==> src/rtl/keypad_pkg.sv <==
// rtl/keypad_pkg.sv - shared state encoding and digit-count helper for the keypad code builder
package keypad_pkg;

    typedef enum logic [1:0] {
        IDLE  = 2'd0,
        ENTRY = 2'd1,
        HOLD  = 2'd2
    } state_t;

    function automatic int calc_digits(input int code_w, input int key_bits);
        return code_w / key_bits;
    endfunction

endpackage

==> src/rtl/key_sync_edge.sv <==
// rtl/key_sync_edge.sv - 2-FF synchroniser plus delay stage, rising-edge strobe per raw key
module key_sync_edge #(
    parameter int N = 4
) (
    input  logic         clk,
    input  logic         nrst,
    input  logic [N-1:0] raw,
    output logic [N-1:0] strobe
);

    logic [N-1:0] sync1_q, sync1_d;
    logic [N-1:0] sync2_q, sync2_d;
    logic [N-1:0] dly_q,   dly_d;

    always_comb begin
        sync1_d = raw;
        sync2_d = sync1_q;
        dly_d   = sync2_q;
    end

    always_ff @(posedge clk or negedge nrst) begin
        if (!nrst) begin
            sync1_q <= '0;
            sync2_q <= '0;
            dly_q   <= '0;
        end else begin
            sync1_q <= sync1_d;
            sync2_q <= sync2_d;
            dly_q   <= dly_d;
        end
    end

    // A held key strobes once; release never strobes.
    assign strobe = sync2_q & ~dly_q;

endmodule

==> src/rtl/keypad_code_builder.sv <==
// rtl/keypad_code_builder.sv - builds fixed-width codes from key strobes and queues committed codes
module keypad_code_builder
    import keypad_pkg::*;
#(
    parameter int KEY_BITS = 1,
    parameter int CODE_W   = 9,
    parameter int DEPTH    = 4
) (
    input  logic                                               clk,
    input  logic                                               nrst,
    input  logic [2**KEY_BITS-1:0]                             keypad,
    input  logic                                               back_key,
    input  logic                                               clr_key,
    input  logic                                               commit_key,
    input  logic                                               arm,
    output logic [CODE_W-1:0]                                  partial,
    output logic [$clog2(calc_digits(CODE_W, KEY_BITS)+1)-1:0] digit_cnt,
    output logic [CODE_W-1:0]                                  out_code,
    output logic                                               out_valid,
    input  logic                                               out_ready,
    output logic                                               key_err,
    output logic                                               busy
);

    localparam int NK     = 2**KEY_BITS;
    localparam int DIGITS = calc_digits(CODE_W, KEY_BITS);
    localparam int CNT_W  = $clog2(DIGITS + 1);
    localparam int PTR_W  = $clog2(DEPTH);

    logic [NK+2:0]       strobe;
    logic [NK-1:0]       sym_stb;
    logic                back_stb, clr_stb, commit_stb;
    logic [KEY_BITS-1:0] sym_idx;

    state_t              state_q, state_d;
    logic [CODE_W-1:0]   partial_q, partial_d;
    logic [CNT_W-1:0]    cnt_q, cnt_d;
    logic                key_err_q, key_err_d;
    logic [PTR_W:0]      wr_ptr_q, wr_ptr_d, rd_ptr_q, rd_ptr_d;
    logic [CODE_W-1:0]   mem_q [DEPTH];
    logic                empty, full, pop, push, can_accept;

    key_sync_edge #(.N(NK + 3)) u_sync (
        .clk    (clk),
        .nrst   (nrst),
        .raw    ({commit_key, clr_key, back_key, keypad}),
        .strobe (strobe)
    );

    assign sym_stb    = strobe[NK-1:0];
    assign back_stb   = strobe[NK];
    assign clr_stb    = strobe[NK+1];
    assign commit_stb = strobe[NK+2];

    // Extra pointer bit distinguishes full from empty.
    assign empty      = (wr_ptr_q == rd_ptr_q);
    assign full       = (wr_ptr_q[PTR_W] != rd_ptr_q[PTR_W]) &&
                        (wr_ptr_q[PTR_W-1:0] == rd_ptr_q[PTR_W-1:0]);
    assign pop        = !empty && out_ready;
    assign can_accept = !full || pop;

    always_comb begin
        sym_idx = '0;
        for (int i = 0; i < NK; i++) begin
            if (sym_stb[i]) sym_idx = KEY_BITS'(i);
        end
    end

    always_comb begin
        state_d   = state_q;
        partial_d = partial_q;
        cnt_d     = cnt_q;
        key_err_d = 1'b0;
        push      = 1'b0;
        case (state_q)
            IDLE: begin
                if (arm) begin
                    state_d   = ENTRY;
                    partial_d = '0;
                    cnt_d     = '0;
                end
            end
            ENTRY: begin
                if (!arm) begin
                    state_d   = IDLE;
                    partial_d = '0;
                    cnt_d     = '0;
                end else if (clr_stb) begin
                    partial_d = '0;
                    cnt_d     = '0;
                end else if (commit_stb) begin
                    if (cnt_q == '0) begin
                        key_err_d = 1'b1;
                    end else if (can_accept) begin
                        push      = 1'b1;
                        partial_d = '0;
                        cnt_d     = '0;
                    end else begin
                        state_d = HOLD;
                    end
                end else if (back_stb) begin
                    if (cnt_q != '0) begin
                        partial_d = partial_q >> KEY_BITS;
                        cnt_d     = cnt_q - CNT_W'(1);
                    end
                end else if (sym_stb != '0) begin
                    if ($onehot(sym_stb) && (cnt_q < CNT_W'(DIGITS))) begin
                        partial_d = (partial_q << KEY_BITS) |
                                    {{(CODE_W-KEY_BITS){1'b0}}, sym_idx};
                        cnt_d     = cnt_q + CNT_W'(1);
                    end else begin
                        key_err_d = 1'b1;
                    end
                end
            end
            HOLD: begin
                // arm is deliberately ignored until the stalled code is queued.
                if (can_accept) begin
                    push      = 1'b1;
                    partial_d = '0;
                    cnt_d     = '0;
                    state_d   = ENTRY;
                end
            end
            default: state_d = IDLE;
        endcase
        wr_ptr_d = wr_ptr_q + {{PTR_W{1'b0}}, push};
        rd_ptr_d = rd_ptr_q + {{PTR_W{1'b0}}, pop};
    end

    always_ff @(posedge clk or negedge nrst) begin
        if (!nrst) begin
            state_q   <= IDLE;
            partial_q <= '0;
            cnt_q     <= '0;
            key_err_q <= 1'b0;
            wr_ptr_q  <= '0;
            rd_ptr_q  <= '0;
        end else begin
            state_q   <= state_d;
            partial_q <= partial_d;
            cnt_q     <= cnt_d;
            key_err_q <= key_err_d;
            wr_ptr_q  <= wr_ptr_d;
            rd_ptr_q  <= rd_ptr_d;
        end
    end

    always_ff @(posedge clk) begin
        if (push) mem_q[wr_ptr_q[PTR_W-1:0]] <= partial_q;
    end

    assign partial   = partial_q;
    assign digit_cnt = cnt_q;
    assign out_code  = mem_q[rd_ptr_q[PTR_W-1:0]];
    assign out_valid = !empty;
    assign key_err   = key_err_q;
    assign busy      = (state_q == HOLD);

endmodule

==> config.mk <==
export PLATFORM = sky130hd
export DESIGN_NAME = keypad_code_builder
export DESIGN_NICKNAME = d
export VERILOG_FILES = /design/src/rtl/keypad_pkg.sv /design/src/rtl/key_sync_edge.sv /design/src/rtl/keypad_code_builder.sv
export SDC_FILE = /design/constraint.sdc
export NUM_CORES = 1
export LEC_CHECK = 0
export CAP_MARGIN = 20
export CORE_AREA = 3 3 83 77
export DETAILED_ROUTE_END_ITERATION = 8
export DIE_AREA = 0 0 86 80
export PLACE_DENSITY = 0.77
export SLEW_MARGIN = 20
export SYNTH_ARGS = -nofsm -noshare
export SYNTH_HDL_FRONTEND = slang
export SYNTH_SLANG_ARGS = --single-unit
==> constraint.sdc <==
create_clock -name clk -period 3.5 [get_ports clk]
set_clock_uncertainty 0.1 [all_clocks]
set_input_delay 0.7 -clock clk [delete_from_list [all_inputs] [get_ports clk]]
set_output_delay 0.7 -clock clk [all_outputs]
set_load 0.03 [all_outputs]
======== After elaboration in Yosys (flattened, before gate mapping) ========
Memories as Yosys holds them, arrays and structs flattened.
Index checks and enable logic that the tools add are counted.
storage, ports and cells
  flip-flop bits (word level) ............. 37
  latch bits .............................. 0
  bits in writable memories ............... 36
  ROM bits ................................ 0
  output and inout port bits .............. 25
  logic and storage cells ................. 95
  memories kept ........................... 1
memory list
  name   depth  width  read ports  clocked after Yosys merged registers in  write ports  RTL line                   RTL
  mem_q  4      9      1           0                                        1            keypad_code_builder.sv:40  logic [CODE_W-1:0] mem_q [DEPTH];
cells by class
  add/subtract/negate cells ............... 5
  multiply operators ...................... 0
  divide/modulo/power cells ............... 0
  order comparisons ....................... 1
  eq/ne operators ......................... 16
  shifts and indexed selects .............. 0
  muxes and demuxes ....................... 47
  bitwise logic cells ..................... 3
  reduce and logical (&&, ||, !) cells .... 13
operators with widths
  operator                                                             number
  9-bit two-way mux                                                    10
  4-bit two-way mux                                                    10
  9-bit case mux with 3 select lines                                   1
  6-bit inequality test (second input constant)                        3
  1-bit two-way mux                                                    16
  2-bit two-way mux                                                    7
  3-bit inequality test (second input constant)                        4
  4-bit case mux with 3 select lines                                   1
  6-bit AND reduction                                                  2
  9-bit by 1-bit bitwise OR with 9-bit output                          1
  3-bit by 1-bit adder with 3-bit output                               2
  2-bit case mux with 3 select lines                                   1
  5-bit bitwise AND                                                    1
  5-bit inequality test (second input constant)                        1
  5-bit inverter                                                       1
  4-bit by 1-bit adder with 4-bit output (second input constant)       1
  2-bit by 1-bit == test with 1-bit output (second input constant)     2
  4-bit logical NOT                                                    1
  4-bit < comparator (second input constant)                           1
  4-bit nonzero test                                                   1
  4-bit by 1-bit subtractor with 4-bit output (second input constant)  1
  3-bit == test                                                        1
  1-bit logical AND                                                    3
  3-bit nonzero test                                                   1
  other kinds (11)                                                     12

======== Depth between registers and ports, before layout ========
  depth in word-level cells ............... 12
  depth in mapped cells ................... 9
  gate-level depth less buffers ........... 9

======== Hierarchy ========
A second synthesis with hierarchy kept.
second synthesis, totals
  cell total of the unflattened synthesis .. 194
  area total of the unflattened synthesis .. 3096.7 sq um
modules (own cells, without submodules)
  module               times used  cells each  area an instance (sq um)
  keypad_code_builder  1           174         2652.5
  key_sync_edge        1           20          444.2

======== Worst setup path after synthesis ========
No wires, ideal clock.
  kind .................................... input port to flip-flop
  start ................................... in arm
  end ..................................... mem mem_q[0][0] (enable)
  setup time .............................. 0.389 ns
  arrival time ............................ 2.134 ns
  data required time ...................... 3.011 ns
  path slack .............................. 0.877 ns
  stages on the path ...................... 5
  buffers on the path ..................... 0
  path through ............................ nand2_1 > nor2b_1 > a21oi_1 > nor3b_1 > nor3b_1
on the way
  word-level cells in the longest chain between the ends .. 4
RTL lines
  item                                     RTL line                    RTL
  start, declared                          keypad_code_builder.sv:15   input logic arm,
  1-bit two-way mux                        keypad_code_builder.sv:84   if (!arm) begin
  1-bit case mux with 2 select lines       keypad_code_builder.sv:75   case (state_q)
  1-bit two-way mux                        keypad_code_builder.sv:150  if (push) mem_q[wr_ptr_q[PTR_W-1:0]] <= partial_q;
  1-bit two-way mux (not written as such)  keypad_code_builder.sv:150
  end, declared                            keypad_code_builder.sv:40
Every way passes these cells.

======== Worst setup path after layout ========
  start ................................... reg rd_ptr_q[0]
  end ..................................... out out_code[0]
on the way
  word-level cells in the longest chain between the ends .. 1
RTL lines
  item                    RTL line                    RTL
  start, declared         keypad_code_builder.sv:39   logic [PTR_W:0] wr_ptr_q, wr_ptr_d, rd_ptr_q, rd_ptr_d;
  start signal, assigned  keypad_code_builder.sv:145  rd_ptr_q <= rd_ptr_d;
  memory 4 x 9 bit        n/a
  end, declared           keypad_code_builder.sv:18   output logic [CODE_W-1:0] out_code,
Every way passes these cells.

==> flow_summary_export.csv <==
group,metric,value,unit
status,status,"finished, final reports clean",
logic_synthesis,multiplexer_share_of_the_synthesized_area,0.110,
worst_setup_path,type_of_the_worst_setup_path,"flip-flop to output port",
cells_and_area,number_of_diodes_added_for_antenna_fixing,0,
power_and_ir_drop,ir_worst_vdd,406,uV
cts,cts_setup_buffers,0,
global_route,grt_first_pass_wirelength,8520,um
logic_synthesis,synth_xor_area_frac,0.0224,
cells_and_area,fin_cells,295,
sta,final-max-slew-violation-count,0,
sta,rsz0062_at_grt,"no",
logic_synthesis,synthesized_area_per_cell,17.0,sq um
floorplanning,dieHeight,80,um
route,viasPerCell,5.67,
logic_synthesis,synth_compound_gate_area_share,0.0681,
logic_synthesis,netlist_area,3070,sq um
cells_and_area,area_taken_by_multi_input_logic_gates,993,sq um
logic_synthesis,post_synth_num_cell_types,44,
global_route,antenna_found_initial,0,
worst_setup_path,cells_traversed_along_the_worst_timing_path,"mux4_1, clkdlybuf4s50_1",
cts,cts_made_buffers,9,
global_route,grt_remaining_overflow,0,
cells_and_area,finish.net_count,241,
floorplanning,die_w,86,um
cts,tritoncts,"built",
worst_hold_path,type_of_the_tightest_min_delay_check,"flip-flop to flip-flop",
logic_synthesis,postSynth.asyncResetShare,0.507,
worst_setup_path,crit_path_max_fanout,11,
power_and_ir_drop,sequentialPowerShare,0.413,
logic_synthesis,synth-seq-cells,73,
cells_and_area,synthToLayoutAreaGrowth,20.4,%
global_route,pin_count_of_the_biggest_net_entering_global_routing,38,
cts,clkSlewWorstSetupHoldPaths,0.07,ns
power_and_ir_drop,net-switching-power,0.000791,W
power_and_ir_drop,post-layout-total-power,0.00262,W
route,routed_vias,1672,
sta,max_slew_margin,0.460,
worst_setup_path,slowest_delay,0.73,ns
cts,clockBufferDepth,2,
sta,min_period,3.10,ns
power_and_ir_drop,powerDensity,708,nW/um^2
worst_setup_path,timing.critical_path.buf_inv,1,
logic_synthesis,synth_top_area_cell,"sky130_fd_sc_hd__edfxtp_1",
floorplanning,core_area,5630,sq um
logic_synthesis,synth_area_leaders,"sky130_fd_sc_hd__edfxtp_1 35%, sky130_fd_sc_hd__dfrtp_1 30%, sky130_fd_sc_hd__mux4_1 7.7%",
logic_synthesis,synth_fa_ha_area_frac,0.0514,
route,postRouteAntennaNets,0,
cts,cts_resized,0,
logic_synthesis,syn-instance-count,180,
placed_design,portBuffers,33,
cells_and_area,filler_cell_count,405,
placed_design,finalWeightedCongestion,0.769,
cells_and_area,sequential_cell_area,2010,sq um
worst_setup_path,setup.worst_path.end_class,"output port",
worst_setup_path,regToRegStartpoint,"state_q[1]",
floorplanning,row_count,26,
logic_synthesis,synth_flop_cell,"sky130_fd_sc_hd__dfrtp_1",
route,wl_per_cell,17.6,um
route,drt-pass1-iter-count,5,
floorplanning,design.die.area,6880,sq um
worst_setup_path,cpMaxStageDelayCell,"sky130_fd_sc_hd__dfrtp_1",
run,maxCapViolCount,0,
sta,setup_tns,0,ns
cells_and_area,drive_above_1_share,0.120,
cts,cts_root_buf,"sky130_fd_sc_hd__clkbuf_8",
worst_setup_path,critical_path_depth,2,
sta,timing.final.hold_violations,0,
route,drt_iter0_drc,81,
power_and_ir_drop,power.switching_fraction,0.302,
route,total_drc_errors_in_the_routed_layout,0,
logic_synthesis,synth_top_family_by_area,"multiplexers",
logic_synthesis,synth_top_area_frac,0.352,
global_route,grtUsageTotal,0.168,
global_route,via_count_of_the_first_global_routing_pass,1677,
worst_setup_path,timing.critical_path.from,"rd_ptr_q[0]",
cts,htree_levels,3,
placed_design,dp.final_hpwl,3550,um
cts,clkSinkCount,73,
logic_synthesis,synth_warnings,0,
logic_synthesis,post_synthesis_sequential_area_ratio,0.654,
placed_design,detailedPlace.worstSlack,0.499,ns
logic_synthesis,synthSimpleGateAreaFrac,0.0722,
worst_setup_path,worst_endpoint_required_time,2.70,ns
worst_setup_path,start_kind,"flip-flop",
sta,worst-slew-pin-transition,0.809,ns
power_and_ir_drop,comb_pwr_share,0.277,
worst_setup_path,worst-r2r-cell-count,7,
worst_hold_path,hold_start,"u_sync.sync1_q[3]",
route,wirelength,5190,um
cts,worst_skew_pair.late_latency,0.33,ns
sta,fin_crit_sh,0.886,
power_and_ir_drop,p_clk_frac,0.311,
sta,setup_violating_endpoint_count_in_the_final_report,0,
logic_synthesis,synth-edff-count,36,
floorplanning,floorplan.io_pins,34,
logic_synthesis,postSynthNetCount,201,
sta,post-route-worst-setup-slack,0.399,ns
cts,cts-hold-fix-buffers,0,
power_and_ir_drop,leakage,1.49,nW
worst_hold_path,min_path_cells,0,
power_and_ir_drop,internal_power,0.00182,W
worst_setup_path,critPathTopFamily,"flip-flops",
sta,maxClockFrequency,0.322,GHz
worst_setup_path,arrival,2.30,ns
placed_design,dpl.cell_count,279,
floorplanning,initial_utilization,0.545,
## metrics by stage
stage / hold WS, ns / cell area (sq um) / util
3_5_place_dp: 0.236 / 3440 / 0.611
5_1_grt: 0.260 / 3690 / 0.657
2_1_floorplan: 0.231 / 3070 / -
6_report: 0.250 / 3690 / 0.657
4_1_cts: 0.253 / 3690 / 0.657
3_3_place_gp: 0.232 / 3440 / 0.611
## logic make-up after synthesis
family,after synthesis
muxes,19
adders and majority gates,12
AOI/OAI and AO/OA,25
DFF,73
xor gates and xnor gates,7
buffers and inverters,9
and+or+nand+nor,35
## cell usage in the layout, fill, tap and decap left out, drive strengths merged, types with 2 or more instances in the layout
cell type / synthesis / final
buf: 3 / 3
mux4: 9 / 9
nor3: 3 / 3
and3b: 2 / 2
xor2: 5 / 5
nor2: 6 / 6
nand2b: 3 / 3
nor2b: 3 / 3
or2b: 2 / 2
and3: 2 / 2
ha: 11 / 11
edfxtp: 36 / 36
nor4: 2 / 2
nor3b: 2 / 2
a21oi: 4 / 4
xnor2: 2 / 2
o2bb2ai: 10 / 10
bufinv: 0 / 3
dfrtp: 37 / 37
mux2i: 10 / 10
clkdlybuf4s50: 0 / 32
inv: 3 / 3
clkbuf: 3 / 12
nand2: 5 / 5
o221ai: 2 / 2
## Yosys cell counts (all sizes together) (2+ instances only)
master   instances
o2bb2ai         10
and3b            2
edfxtp          36
and3             2
nor2b            3
xor2             5
xnor2            2
mux2i           10
nand2b           3
or2b             2
nand2            5
nor3b            2
clkbuf           3
inv              3
mux4             9
nor3             3
dfrtp           37
nor2             6
o221ai           2
ha              11
nor4             2
a21oi            4
buf              3
## routing by layer
layer,vias to the layer above,GRT usage,wire length (um)
met1,846,0.231,2370
met3,3,0.0485,250
met5,-,0,0
met4,0,0.0665,29
li1,776,-,-
met2,47,0.252,2540
## worst reg2reg max path, cell delays in order (launching register included)
cell                      delay, ns
sky130_fd_sc_hd__dfrtp_1       0.40
sky130_fd_sc_hd__inv_1         0.10
sky130_fd_sc_hd__ha_1          0.19
sky130_fd_sc_hd__nand2_1       0.10
sky130_fd_sc_hd__nor2b_1       0.21
sky130_fd_sc_hd__a21oi_1       0.10
sky130_fd_sc_hd__nor3b_1       0.45
sky130_fd_sc_hd__and3b_1       0.52
## registers in the layout (all words and copies together) (netlist names)
register,cells
mem_q,36
partial,9
u_sync.dly_d,5
u_sync.dly_q,5
u_sync.sync1_q,5
digit_cnt,4
rd_ptr_q,3
wr_ptr_q,3
state_q,2
key_err,1
## path summary, 6_finish.rpt
| kind | endpoint | slack, ns |
|---|---|---|
| max | out_code[0] | 0.40 |
| min | u_sync.dly_d[3] | 0.25 |
| max reg2reg | mem_q[2][8] | 0.99 |
| min reg2reg | u_sync.dly_d[3] | 0.25 |
| max in group asynchronous | u_sync.dly_d[2] | 2.43 |
| min in group asynchronous | key_err | 0.36 |
## area by class of cell
class                   instances  share of cell area
repair buffers                 35              0.0921
flip-flops and latches         73               0.543
well taps                      70              0.0237
clock inverters                 4              0.0268
clock buffers                  12              0.0423
multi-input cells              98               0.269
inverters                       3             0.00305
## power groups by stage
stage	clock [W]	combinational (W)	sequential, W
finish	0.000813	0.000723	0.00108
global route	0.000871	0.000779	0.00110
CTS	0.000830	0.000733	0.00108
detailed placement	0	0.000729	0.00110
global placement	0	0.000713	0.00109
floorplan	0	0.000585	0.00104
(Power assumes the default switching activity.)
